### config.mk
export PLATFORM = sky130hd
export DESIGN_NAME = audio_in_monitor
export DESIGN_NICKNAME = d
export VERILOG_FILES = /design/src/rtl/audio_in_pkg.sv /design/src/rtl/sample_magnitude.sv /design/src/rtl/audio_in_monitor.sv
export SDC_FILE = /design/constraint.sdc
export NUM_CORES = 1
export LEC_CHECK = 0
export ABC_AREA = 0
export BUFFER_PORTS_ARGS = -buffer_cell sky130_fd_sc_hd__buf_2
export CAP_MARGIN = 15
export CORE_MARGIN = 2
export CORE_UTILIZATION = 55
export CTS_CLUSTER_DIAMETER = 50
export DETAILED_ROUTE_END_ITERATION = 10
export GPL_TIMING_DRIVEN = 0
export PLACE_DENSITY = 0.73
export SLEW_MARGIN = 20
export SYNTH_ARGS = -nofsm -noshare
export SYNTH_HDL_FRONTEND = slang
export SYNTH_SLANG_ARGS = --single-unit
### constraint.sdc
create_clock -name clk -period 8.6 [get_ports clk]
set_input_delay 1.72 -clock clk [delete_from_list [all_inputs] [get_ports clk]]
set_output_delay 1.72 -clock clk [all_outputs]
set_load 0.05 [all_outputs]
### src/rtl/audio_in_pkg.sv
// Shared types, widths and the saturating absolute-value helper for the
// audio input monitor.
package audio_in_pkg;

  localparam int MAG_W     = 8;
  localparam int SAMPLE_W  = 32;
  localparam int HOLDOFF_W = 16;

  typedef enum logic [1:0] {
    S_IDLE = 2'd0,
    S_POP  = 2'd1,
    S_MAG  = 2'd2,
    S_DET  = 2'd3
  } state_e;

  function automatic logic [SAMPLE_W-2:0] sat_abs(input logic [SAMPLE_W-1:0] x);
    logic [SAMPLE_W-1:0] neg;
    neg = '0 - x;
    if (!x[SAMPLE_W-1]) begin
      return x[SAMPLE_W-2:0];
    end else if (neg[SAMPLE_W-1]) begin
      // only the most negative value stays negative after negation
      return '1;
    end else begin
      return neg[SAMPLE_W-2:0];
    end
  endfunction

endpackage

### src/rtl/sample_magnitude.sv
// Combinational stereo magnitude: saturating |L|, |R|, take the larger and
// keep its top MAG_W bits (truncated).
module sample_magnitude
  import audio_in_pkg::*;
(
  input  logic [SAMPLE_W-1:0] left,
  input  logic [SAMPLE_W-1:0] right,
  output logic [MAG_W-1:0]    mag8
);

  logic [SAMPLE_W-2:0] abs_l;
  logic [SAMPLE_W-2:0] abs_r;
  logic [SAMPLE_W-2:0] mag31;

  always_comb begin
    abs_l = sat_abs(left);
    abs_r = sat_abs(right);
    mag31 = (abs_l > abs_r) ? abs_l : abs_r;
    mag8  = MAG_W'(mag31 >> (SAMPLE_W - 1 - MAG_W));
  end

endmodule

### src/rtl/audio_in_monitor.sv
// Drains the codec input FIFO, tracks a decaying peak level and fires a
// one-cycle trigger on loud sounds with holdoff and hysteresis re-arm.
//
// state  | meaning
// S_IDLE | wait for a sample pair; capture both channels when available
// S_POP  | read_audio_in high, pops the pair just captured
// S_MAG  | register the 8-bit magnitude of the captured pair
// S_DET  | update level, holdoff, armed flag and trigger
module audio_in_monitor
  import audio_in_pkg::*;
#(
  parameter logic [MAG_W-1:0]     THRESH_HI       = 8'd96,
  parameter logic [MAG_W-1:0]     THRESH_LO       = 8'd32,
  parameter logic [HOLDOFF_W-1:0] HOLDOFF_SAMPLES = 16'd12000,
  parameter logic [7:0]           DECAY_SAMPLES   = 8'd64
) (
  input  logic                clk,
  input  logic                reset,
  input  logic                enable,
  input  logic                audio_in_available,
  input  logic [SAMPLE_W-1:0] left_channel_audio_in,
  input  logic [SAMPLE_W-1:0] right_channel_audio_in,
  output logic                read_audio_in,
  output logic [MAG_W-1:0]    level,
  output logic                trigger,
  output logic [7:0]          trig_count,
  output logic                armed
);

  state_e                state_q, state_d;
  logic [SAMPLE_W-1:0]   left_q, left_d;
  logic [SAMPLE_W-1:0]   right_q, right_d;
  logic [MAG_W-1:0]      mag_q, mag_d;
  logic [MAG_W-1:0]      level_q, level_d;
  logic [7:0]            decay_q, decay_d;
  logic [HOLDOFF_W-1:0]  holdoff_q, holdoff_d;
  logic [7:0]            trig_count_q, trig_count_d;
  logic                  armed_q, armed_d;
  logic                  trigger_q, trigger_d;
  logic [MAG_W-1:0]      mag_comb;
  logic                  fire;

  sample_magnitude u_mag (
    .left  (left_q),
    .right (right_q),
    .mag8  (mag_comb)
  );

  always_comb begin
    state_d      = state_q;
    left_d       = left_q;
    right_d      = right_q;
    mag_d        = mag_q;
    level_d      = level_q;
    decay_d      = decay_q;
    holdoff_d    = holdoff_q;
    trig_count_d = trig_count_q;
    armed_d      = armed_q;
    trigger_d    = 1'b0;
    fire         = 1'b0;

    case (state_q)
      S_IDLE: begin
        if (audio_in_available) begin
          left_d  = left_channel_audio_in;
          right_d = right_channel_audio_in;
          state_d = S_POP;
        end
      end
      S_POP: state_d = S_MAG;
      S_MAG: begin
        mag_d   = mag_comb;
        state_d = S_DET;
      end
      S_DET: begin
        state_d = S_IDLE;

        if (mag_q > level_q) begin
          level_d = mag_q;
          decay_d = '0;
        end else if (decay_q == DECAY_SAMPLES - 8'd1) begin
          decay_d = '0;
          if (level_q != '0) level_d = level_q - MAG_W'(1);
        end else begin
          decay_d = decay_q + 8'd1;
        end

        // detector decisions all use the values held before this sample
        fire = enable && armed_q && (holdoff_q == '0) && (mag_q >= THRESH_HI);
        if (fire) begin
          trigger_d    = 1'b1;
          armed_d      = 1'b0;
          holdoff_d    = HOLDOFF_SAMPLES;
          trig_count_d = trig_count_q + 8'd1;
        end else begin
          if (holdoff_q != '0) holdoff_d = holdoff_q - HOLDOFF_W'(1);
          if (!armed_q && (holdoff_q == '0) && (mag_q < THRESH_LO)) armed_d = 1'b1;
        end
      end
      default: state_d = S_IDLE;
    endcase
  end

  always_ff @(posedge clk) begin
    if (reset) begin
      state_q      <= S_IDLE;
      left_q       <= '0;
      right_q      <= '0;
      mag_q        <= '0;
      level_q      <= '0;
      decay_q      <= '0;
      holdoff_q    <= '0;
      trig_count_q <= '0;
      armed_q      <= 1'b1;
      trigger_q    <= 1'b0;
    end else begin
      state_q      <= state_d;
      left_q       <= left_d;
      right_q      <= right_d;
      mag_q        <= mag_d;
      level_q      <= level_d;
      decay_q      <= decay_d;
      holdoff_q    <= holdoff_d;
      trig_count_q <= trig_count_d;
      armed_q      <= armed_d;
      trigger_q    <= trigger_d;
    end
  end

  assign read_audio_in = (state_q == S_POP);
  assign level         = level_q;
  assign trigger       = trigger_q;
  assign trig_count    = trig_count_q;
  assign armed         = armed_q;

endmodule

==> flow_metrics.py, run 1 <==
metrics = {
    "outcome": {
        "outcome": "finished clean",
    },
    "power_and_ir_drop": {
        "switching_share_pct": 38.0,
        "p_clk_share_pct": 32.4,
        "p_switching_uw": 1020,
        "power_frac_seq_pct": 26.0,
        "p_per_area_mw_per_mm2": 311,
        "ir_drop_mv": 0.164,
        "p_leak_uw": 0.00351,
        "combPwrFrac_pct": 41.6,
        "p_int_uw": 1660,
    },
    "clock_tree": {
        "postCtsSetupRepairBufs": 0,
        "htreeDepth": 4,
        "tritoncts": "built",
        "cts_hold_buf": 0,
        "numCtsBuffers": 17,
        "clk_latency_ps": 430,
        "cts.repair.resized": 0,
        "clkTransAtPathRegs_ps": 50,
        "clock_path_buffers": 2,
        "clock_sinks": 116,
        "root_buffer": "clkbuf_16",
    },
    "die": {
        "die_x_um": 119,
        "die-area_mm2": 0.0140,
        "fp.dieH_um": 119,
        "coreArea_mm2": 0.0127,
        "rows": 41,
        "io_pins": 87,
        "initial_utilization_pct": 56.7,
    },
    "synth": {
        "synthMuxAreaShare_pct": 1.11,
        "synth_xor_xnor_area_share_pct": 8.99,
        "synth-simple-area-share_pct": 26.0,
        "yosys.area.top_type": "dfxtp_1",
        "synth_top_family_by_area": "simple AND/OR/NAND/NOR gates",
        "synth.area.top_cells": "dfxtp_1, nand2_1, ha_1, a21oi_1, xnor2_1",
        "yosys_most_used_dff": "dfxtp_1",
        "yosysUniqueCellTypes": 62,
        "synth-adder-area-share_pct": 8.68,
        "syn_nets": 1061,
        "synth_top_cell_area_share_pct": 32.2,
        "synth-async-reset-ratio_pct": 0,
        "synth_edf_count": 0,
        "netlist_instances": 943,
        "synth_seq_cells": 116,
        "yosysWarnings": 0,
        "synth_seq_area_share_pct": 32.2,
        "synth_compound_area_share_pct": 19.0,
        "synth_area_mm2": 0.00721,
        "syn_avg_cell_area_um2": 7.65,
    },
    "finish": {
        "fill_cells": 1202,
        "instances_no_fill": 1233,
        "diodes": 0,
        "final_layout_size_suffix_gt1_share_pct": 12.3,
        "nets": 1166,
        "register_area_mm2": 0.00232,
        "area_growth_pct": 19.0,
        "multi_input_area_mm2": 0.00460,
    },
    "global_route": {
        "grt_pass1_wl_mm": 29.7,
        "grt_max_degree": 17,
        "grt_pass1_vias": 6298,
        "grt_overflow_total": 0,
        "track_usage_pct": 26.1,
        "antenna_found_initial": 0,
    },
    "setup_path": {
        "critPathSlowestCell": "a221oi_1",
        "cp-start-kind": "register",
        "critical_path_arrival_ps": 5580,
        "path_class": "reg -> reg",
        "cp.buffers_inverters": 2,
        "path_delay_family": "simple AND/OR/NAND/NOR gates",
        "crit_fanout": 10,
        "critPathRequiredTime_ps": 8930,
        "crit_chain": "or4_4, or3_4, or4_4, nor3_4, clkbuf_1, nor2_1, ha_1, a21oi_1, o21ai_0, a221oi_1, o21ai_0, a221oi_1, clkbuf_1, o22ai_1, a311oi_1",
        "slowest_delay_ps": 650,
        "crit_path_end_kind": "register",
    },
    "timing": {
        "skew_ps": 8.81,
        "fmax_mhz": 191,
        "tightest_slew_ps": 790,
        "post-route-min-period_ps": 5240,
        "fin_crit_sh_pct": 61.0,
        "rsz0062_at_grt": "false",
        "drv_slew": 0,
        "hold_viol": 0,
        "setup_viol": 0,
        "max_slew_margin_pct": 47.3,
        "fin_tns_setup_ps": 0,
    },
    "drt": {
        "num_vias": 7006,
        "ant_nets": 0,
        "route.detailed.drc": 0,
        "routed_wl_mm": 17.9,
        "viasPerCell": 5.68,
        "drt_first_pass_iters": 5,
        "drt-initial-drc-count": 410,
        "wl_per_cell_um": 14.5,
    },
    "place": {
        "gp_congestion": 0.870,
        "dp.cells": 1201,
        "io_buffers": 86,
        "hpwl_mm": 13.3,
    },
    "run": {
        "cap_violations": 0,
    },
    "hold_path": {
        "hold_path.class": "reg -> reg",
    },
}
## synthesized netlist by cell type (3+ instances only)
cell type and count:
a211oi_1 5, a21o_1 4, a21oi_1 91, a221oi_1 3, a31oi_1 12, and2_1 8
and3_1 3, buf_1 4, clkbuf_1 39, dfxtp_1 116, ha_1 50, inv_1 26
mux2i_1 8, nand2_1 197, nand2b_1 10, nand3_1 16, nand3b_1 3, nand4_1 15
nor2_1 71, nor2b_1 5, nor3_1 20, nor4_1 16, o211ai_1 5, o21a_1 6
o21ai_0 34, o311ai_1 3, o31ai_1 19, o32ai_1 6, o41ai_1 13, or2_2 4
or3_1 9, or3b_1 4, or4_1 8, xnor2_1 37, xor2_1 37
## worst reg2reg max path: stages (launching register included)
cell and delay, ps:
dfxtp_1 370, or4_4 560, or3_4 350, or4_4 530
nor3_4 400, clkbuf_1 380, nor2_1 100, ha_1 300
a21oi_1 150, o21ai_0 100, a221oi_1 280, o21ai_0 150
a221oi_1 650, clkbuf_1 370, o22ai_1 180, a311oi_1 280
## state kept, by name, indices dropped and copies added (netlist names), 2 cells and up
register,cells
decay_q,8
state_q,2
holdoff_q,16
trig_count,8
right_q,32
mag_q,8
left_q,32
level,8
## final timing paths
| path | startpoint | slack [ps] | cells after the start | end |
|---|---|---|---|---|
| worst max-delay path | right_q[14]$_SDFFE_PP0P_ | 3360 | 15 | mag_q[2]$_SDFFE_PP0P_ |
| worst min-delay path | left_q[20]$_SDFFE_PP0P_ | 480 | 2 | left_q[20]$_SDFFE_PP0P_ |
| worst max register to register | right_q[14]$_SDFFE_PP0P_ | 3360 | 15 | mag_q[2]$_SDFFE_PP0P_ |
| worst min register to register | left_q[20]$_SDFFE_PP0P_ | 480 | 2 | left_q[20]$_SDFFE_PP0P_ |
## layer usage
metal,part of all wire (%),global-route usage (%),up-vias,routed length [µm]
li1,-,-,3567,-
met1,44,32.6,3249,7890
met2,49,44.1,166,8860
met3,4.5,5.65,24,813
met4,1.9,9.30,0,335
met5,0,0,-,0
## power groups by stage
| stage | sequential (µW) | clock (µW) | combinational, µW |
|---|---|---|---|
| finish | 695 | 865 | 1110 |
| global route | 705 | 899 | 1260 |
| CTS | 693 | 872 | 1110 |
| detailed placement | 704 | 0 | 1100 |
| global placement | 702 | 0 | 1080 |
| floorplan | 695 | 0 | 845 |
## cells by family after synthesis
| logic type | count (synthesis) |
|---|---|
| fa+ha+maj | 50 |
| mux | 8 |
| flops | 116 |
| compound gates | 219 |
| xor+xnor | 74 |
| buf+inv | 73 |
| simple gates | 403 |
## layout by cell type (no fill, tap or decap), types with 7 or more instances in the layout
cell,n
nor2_1,71
ha_1,50
o31ai_1,19
or3_1,9
nand2b_1,10
or4_1,8
nand2_1,197
a21oi_1,91
buf_2,88
nor3_1,20
mux2i_1,8
nand3_1,16
nor4_1,16
bufinv_16,7
o41ai_1,13
dfxtp_1,116
xor2_1,37
and2_1,8
nand4_1,15
clkbuf_16,17
inv_1,26
o21ai_0,34
a31oi_1,12
clkbuf_1,40
xnor2_1,37
## layout make-up
cell class                 count  share of cell area [%]
clock buffer                  24                    5.96
sequential                   116                    27.1
inverter                      27                    1.18
tap                          172                    2.51
multi-input combinational    754                    53.6
buffer                        46                    2.13
clock inverter                 8                    2.51
timing repair buffer          86                    5.01
## per-stage QoR
stage,util [%],setup WS [ps],cell area (µm²),hold slack (ps),total power [µW]
after floorplan,-,4140,7210,450,1540
after global placement,61.8,3550,7860,474,1790
after detailed placement,61.8,3490,7860,477,1800
after CTS,67.5,3440,8580,487,2670
after global routing,67.5,3120,8580,507,2870
final,67.5,3360,8580,481,2670
No activity file was read; power rests on OpenSTA's default activity.
==> run 2: changes to the inputs <==
--- a/config.mk
+++ b/config.mk
@@ -5,7 +5,7 @@
 export SDC_FILE = /design/constraint.sdc
 export NUM_CORES = 1
 export LEC_CHECK = 0
-export ABC_AREA = 0
+export ABC_AREA = 1
 export BUFFER_PORTS_ARGS = -buffer_cell sky130_fd_sc_hd__buf_2
 export CAP_MARGIN = 15
 export CORE_MARGIN = 2
==> constraint.sdc (replaced) <==
create_clock -name clk -period 5.3 [get_ports clk]
set_input_delay 1.06 -clock clk [delete_from_list [all_inputs] [get_ports clk]]
set_output_delay 1.06 -clock clk [all_outputs]
set_load 0.05 [all_outputs]
==> run 2 against run 1 <==
Net effect:
- synthesized cell count up 34%
- die area up 9.0%
- clock skew up 4.0 ps
- setup slack worse by 1800 ps
- clock power up 28%
- core utilization down 2.1 points
- via count up 19%
- combinational power rose to 3.8 times the previous value
- routed wire length up 28%
- global-route usage up 4.7 points
- highest routed layer unchanged
==> flow_metrics.py, run 2 <==
metrics = {
    "outcome": {
        "outcome": "finished clean",
    },
    "finish": {
        "final_area_mm2": 0.00910,
        "diodes": 0,
        "most-common-layout-cells": "nand2_1, nor2_1, inv_1",
        "top_regs": "left_q (32), right_q (32), holdoff_q (16)",
        "final_layout_size_suffix_gt1_share_pct": 11.9,
        "area_growth_pct": 15.5,
        "nets": 1484,
        "utilization_pct": 65.3,
        "layout_commonest_cell": "nand2_1",
    },
    "synth": {
        "syn_avg_cell_area_um2": 6.25,
        "synth_seq_area_share_pct": 29.5,
        "yosysWarnings": 0,
        "netlist_instances": 1261,
        "yosys_most_used_dff": "dfxtp_1",
        "synth_seq_cells": 116,
        "synth_area_mm2": 0.00788,
        "yosysUniqueCellTypes": 40,
        "synth_edf_count": 0,
        "netlist_top_cells_count": "nand2_1, nor2_1, inv_1, a21oi_1, dfxtp_1",
        "synth.area.top_cells": "dfxtp_1, nand2_1, nor2_1, ha_1, a21oi_1",
        "synth_top_cell_area_share_pct": 29.5,
        "synth.most_common_cell": "nand2_1",
        "yosys.area.top_type": "dfxtp_1",
        "syn_nets": 1379,
        "synth-async-reset-ratio_pct": 0,
    },
    "clock_tree": {
        "clock_path_buffers": 2,
        "clk_latency_ps": 430,
        "cts.repair.resized": 0,
        "postCtsSetupRepairBufs": 0,
        "root_buffer": "clkbuf_16",
        "tritoncts": "built",
        "clock_sinks": 116,
        "cts_hold_buf": 0,
        "clkTransAtPathRegs_ps": 60,
        "numCtsBuffers": 17,
        "htreeDepth": 4,
    },
    "place": {
        "pre_cts_ws_ps": 1640,
        "gp_congestion": 0.935,
        "io_buffers": 86,
        "hpwl_mm": 17.7,
        "placed_cell_area_mm2": 0.00854,
    },
    "die": {
        "coreArea_mm2": 0.0139,
        "die-area_mm2": 0.0153,
        "fp.dieH_um": 124,
        "initial_utilization_pct": 56.6,
        "rows": 43,
        "io_pins": 87,
        "die_x_um": 124,
    },
    "setup_path": {
        "critPathRequiredTime_ps": 5590,
        "cp-start-kind": "register",
        "path_class": "reg -> reg",
        "crit_fanout": 8,
        "crit_path_end_kind": "register",
        "critical_path_arrival_ps": 4010,
    },
    "drt": {
        "drt-initial-drc-count": 664,
        "num_vias": 8355,
        "drt_first_pass_iters": 5,
        "viasPerCell": 5.36,
        "route.detailed.drc": 0,
        "routed_wl_mm": 22.9,
        "ant_nets": 0,
        "wl_per_cell_um": 14.7,
    },
    "timing": {
        "fin_crit_sh_pct": 70.2,
        "rsz0062_at_grt": "false",
        "skew_ps": 12.8,
        "setup_viol": 0,
        "setup_slack_ps": 1580,
        "hold_viol": 0,
        "tightest_slew_ps": 776,
        "fin_tns_setup_ps": 0,
        "post-route-min-period_ps": 3720,
        "drv_slew": 0,
        "fmax_mhz": 269,
        "max_slew_margin_pct": 48.2,
    },
    "global_route": {
        "track_usage_pct": 30.7,
        "grt_overflow_total": 0,
        "grt_max_degree": 17,
        "grt_pass1_wl_mm": 36.3,
        "grt_pass1_vias": 7447,
        "antenna_found_initial": 0,
    },
    "power_and_ir_drop": {
        "p_per_area_mw_per_mm2": 731,
        "ir_drop_mv": 0.352,
        "p_leak_uw": 0.00445,
    },
    "hold_path": {
        "hold_path.class": "reg -> reg",
    },
    "run": {
        "cap_violations": 0,
    },
}
## run 2: changes by cell type in the layout (fill, tap and decap cells not counted), sizes merged, moves of 16 or more
| cell | delta |
|---|---|
| nand2 | +73 |
| o21ai | +78 |
| xor2 | -16 |
| xnor2 | -31 |
| nor2 | +143 |
| nand3 | +80 |
| inv | +113 |
| clkbuf | -16 |
| a21oi | +29 |
| o31ai | -17 |
## run 2: report_power, final
group          switching [µW]  internal (µW)  total (µW)
clock                     455            659        1110
combinational            2760           1440        4200
sequential                234           1110        1340
total                    3450           3210        6660
## run 2: through the flow
step                hold slack (ps)  total power [µW]  cells
floorplan                       445              4530   1261
CTS                             472              6600   1559
finish                          471              6660   1559
global placement                455              5400   1527
global route                    496              7320   1559
detailed placement              464              5460   1527
## run 2: layer usage
metal / vias to the layer above / track usage [%] / part of all wire [%]
li1: 4320 / - / -
met2: 254 / 50.8 / 45
met1: 3733 / 40.6 / 47
met4: 0 / 10.4 / 2.3
met3: 48 / 5.22 / 6.0
met5: - / 0 / 0
## run 2: area by class of cell
type                            instances  area (µm²)
Inverter                              139         523
Fill cell                            1337        4830
Sequential cell                       116        2320
Timing Repair Buffer                   86         430
Clock buffer                           18         439
Multi-Input combinational cell        964        4850
Buffer                                 42         185
Tap cell                              180         225
Clock inverter                         14         128
## run 2: path summary, 6_finish.rpt
kind	slack [ps]	cells past startpoint	to	from
max	1580	19	mag_q[3]$_SDFFE_PP0P_	left_q[0]$_SDFFE_PP0P_
min	470	2	mag_q[0]$_SDFFE_PP0P_	mag_q[0]$_SDFFE_PP0P_
min reg2reg	470	2	mag_q[0]$_SDFFE_PP0P_	mag_q[0]$_SDFFE_PP0P_
max reg2reg	1580	19	mag_q[3]$_SDFFE_PP0P_	left_q[0]$_SDFFE_PP0P_
## run 2: kinds of logic after synthesis
logic type	count (synthesis)	share of synthesized area, %
buffers and inverters	181	8.98
xor gates and xnor gates	27	3.00
DFF	116	29.5
and+or+nand+nor	643	34.7
AOI/OAI and AO/OA	244	16.0
adders and majority gates	50	7.94
## run 2: worst max-delay path, stage by stage (launching register included)
cell     delay, ps
dfxtp_1        360
inv_1          120
ha_1           170
nand3_1        150
nor2_2         300
nand2_1        150
o21ai_2        260
o21ai_0        160
nand2_1         90
nand3_1        110
ha_1           340
nand2_1         70
nor2_1         130
nand2_1        120
nor3_1         140
nand2_1         90
a21oi_1        490
nand2_1        100
nand3_1        130
a21oi_1         80
==> run 3: changes to the inputs <==
==> constraint.sdc (replaced) <==
create_clock -name clk -period 3.8 [get_ports clk]
set_input_delay 0.76 -clock clk [delete_from_list [all_inputs] [get_ports clk]]
set_output_delay 0.76 -clock clk [all_outputs]
set_load 0.05 [all_outputs]
==> run 3 against run 2 <==
Net effect:
- total power grew 41%
- first-iteration DRC count shrank 5.7%
- highest routed layer unchanged
- count of clock-buffer cells in the layout is the same
- die area is the same
- sequential power grew 40%
- fmax grew 5.7%
- final cell count is the same
==> flow_metrics.py, run 3 (same netlist as run 2, synthesis figures left out) <==
metrics = {
    "power_and_ir_drop": {
        "power_frac_seq_pct": 20.0,
        "switching_share_pct": 51.9,
        "p_leak_uw": 0.00445,
        "p_per_area_mw_per_mm2": 1020,
        "p_switching_uw": 4850,
        "combPwrFrac_pct": 63.4,
        "p_int_uw": 4510,
        "ir_drop_mv": 0.493,
        "p_clk_share_pct": 16.6,
    },
    "global_route": {
        "track_usage_pct": 30.7,
        "antenna_found_initial": 0,
        "grt_overflow_total": 0,
        "grt_pass1_vias": 7447,
        "grt_pass1_wl_mm": 36.3,
        "grt_max_degree": 17,
    },
    "setup_path": {
        "crit_fanout": 10,
        "critPathSlowestCell": "dfxtp_1",
        "path_class": "reg -> reg",
        "crit_chain": "inv_1, nand3_1, nor2_2, nand2_2, nor2_2, nand3_2, buf_6, clkbuf_1, nand3_1, ha_1, nand2_1, inv_1, nand2_1, nand2_1, nand2_1, nand2_1, a21oi_2, nand2_1, nand2_2, nand2_1, nand3_1, a21oi_1",
        "cp_common_cell": "nand2_1",
        "cp-start-kind": "register",
        "crit_path_end_kind": "register",
        "critPathRequiredTime_ps": 4090,
        "critical_path_arrival_ps": 3820,
        "slowest_delay_ps": 420,
    },
    "clock_tree": {
        "root_buffer": "clkbuf_16",
        "tritoncts": "built",
        "numCtsBuffers": 17,
        "postCtsSetupRepairBufs": 0,
        "cts.repair.resized": 0,
        "clock_sinks": 116,
        "cts_hold_buf": 0,
        "htreeDepth": 4,
        "clock_path_buffers": 2,
        "clkTransAtPathRegs_ps": 60,
        "clk_latency_ps": 440,
    },
    "timing": {
        "fin_crit_sh_pct": 92.7,
        "timing.hold.ws_ps": 471,
        "max_slew_margin_pct": 46.4,
        "post-route-min-period_ps": 3520,
        "fmax_mhz": 284,
        "hold_viol": 0,
        "rsz0062_at_grt": "false",
        "setup_viol": 0,
        "skew_ps": 12.6,
        "tightest_slew_ps": 804,
        "fin_tns_setup_ps": 0,
        "drv_slew": 0,
    },
    "run": {
        "cap_violations": 0,
    },
    "die": {
        "initial_utilization_pct": 56.6,
        "fp.dieH_um": 124,
        "io_pins": 87,
        "die-area_mm2": 0.0153,
        "die_x_um": 124,
        "rows": 43,
        "coreArea_mm2": 0.0139,
    },
    "finish": {
        "register_area_mm2": 0.00232,
        "multi_input_area_mm2": 0.00489,
        "top_regs": "left_q (32), right_q (32), holdoff_q (16)",
        "diodes": 0,
        "layout_commonest_cell": "nand2_1",
        "utilization_pct": 65.6,
        "most-common-layout-cells": "nand2_1, nor2_1, inv_1",
        "nets": 1484,
        "final_layout_size_suffix_gt1_share_pct": 12.5,
        "area_growth_pct": 16.0,
        "fill_cells": 1341,
    },
    "drt": {
        "route.detailed.drc": 0,
        "num_vias": 8405,
        "routed_wl_mm": 23.0,
        "viasPerCell": 5.39,
        "drt_first_pass_iters": 5,
        "wl_per_cell_um": 14.7,
        "drt-initial-drc-count": 626,
        "ant_nets": 0,
    },
    "hold_path": {
        "hold_path.class": "reg -> reg",
    },
    "place": {
        "gp_congestion": 0.935,
        "io_buffers": 86,
        "hpwl_mm": 17.7,
    },
    "outcome": {
        "outcome": "finished clean",
    },
}
## run 3: cell types whose count changed in the layout (fill, tap and decap cells not counted), sizes merged
| cell | delta |
|---|---|
| buf | -1 |
| clkbuf | +1 |
## run 3: cell type report
cell class              instances  share of cell area (%)
multi-input cells             964                    53.5
flip-flops and latches        116                    25.4
well taps                     180                    2.46
clock buffers                  18                    4.80
repair buffers                 86                    4.71
plain buffers                  42                    2.04
inverters                     139                    5.72
clock inverters                14                    1.40
## run 3: path summary, 6_finish.rpt
check	start	end	slack, ps	cells after the start
min reg2reg	mag_q[0]$_SDFFE_PP0P_	mag_q[0]$_SDFFE_PP0P_	470	2
min	mag_q[0]$_SDFFE_PP0P_	mag_q[0]$_SDFFE_PP0P_	470	2
max	left_q[0]$_SDFFE_PP0P_	mag_q[2]$_SDFFE_PP0P_	280	22
max reg2reg	left_q[0]$_SDFFE_PP0P_	mag_q[2]$_SDFFE_PP0P_	280	22
## run 3: power by group through the flow
stage	sequential [µW]	clock, µW	combinational [µW]
after floorplan	1890	0	4430
after global placement	1880	0	5650
after CTS	1870	1560	5780
final	1870	1560	5930
after global routing	1920	1620	6750
after detailed placement	1890	0	5720
## run 3: metal layers
layer	up-vias	GRT usage [%]	part of all wire (%)	wire length [µm]
met4	0	10.4	2.4	549
met3	47	5.22	6.2	1420
met5	-	0	0	0
met2	277	50.8	45	10300
li1	4324	-	-	-
met1	3757	40.6	47	10700
## run 3: worst max-delay path, delay by kind of cell (launching register included)
| family | cells | cell delay (ps) |
|---|---|---|
| flip-flops | 1 | 420 |
| AO/OA/AOI/OAI | 2 | 310 |
| adder cells (fa/ha/maj) | 1 | 370 |
| buffers and inverters | 4 | 700 |
| AND/OR/NAND/NOR | 15 | 1570 |
## run 3: metrics by stage
step	instance area [µm²]	instances	power, µW	setup WS [ps]
floorplan	7880	1261	6320	928
global placement	8540	1527	7540	166
detailed placement	8540	1527	7610	143
CTS	9100	1559	9200	109
global route	9150	1559	10300	41.1
finish	9150	1559	9360	278
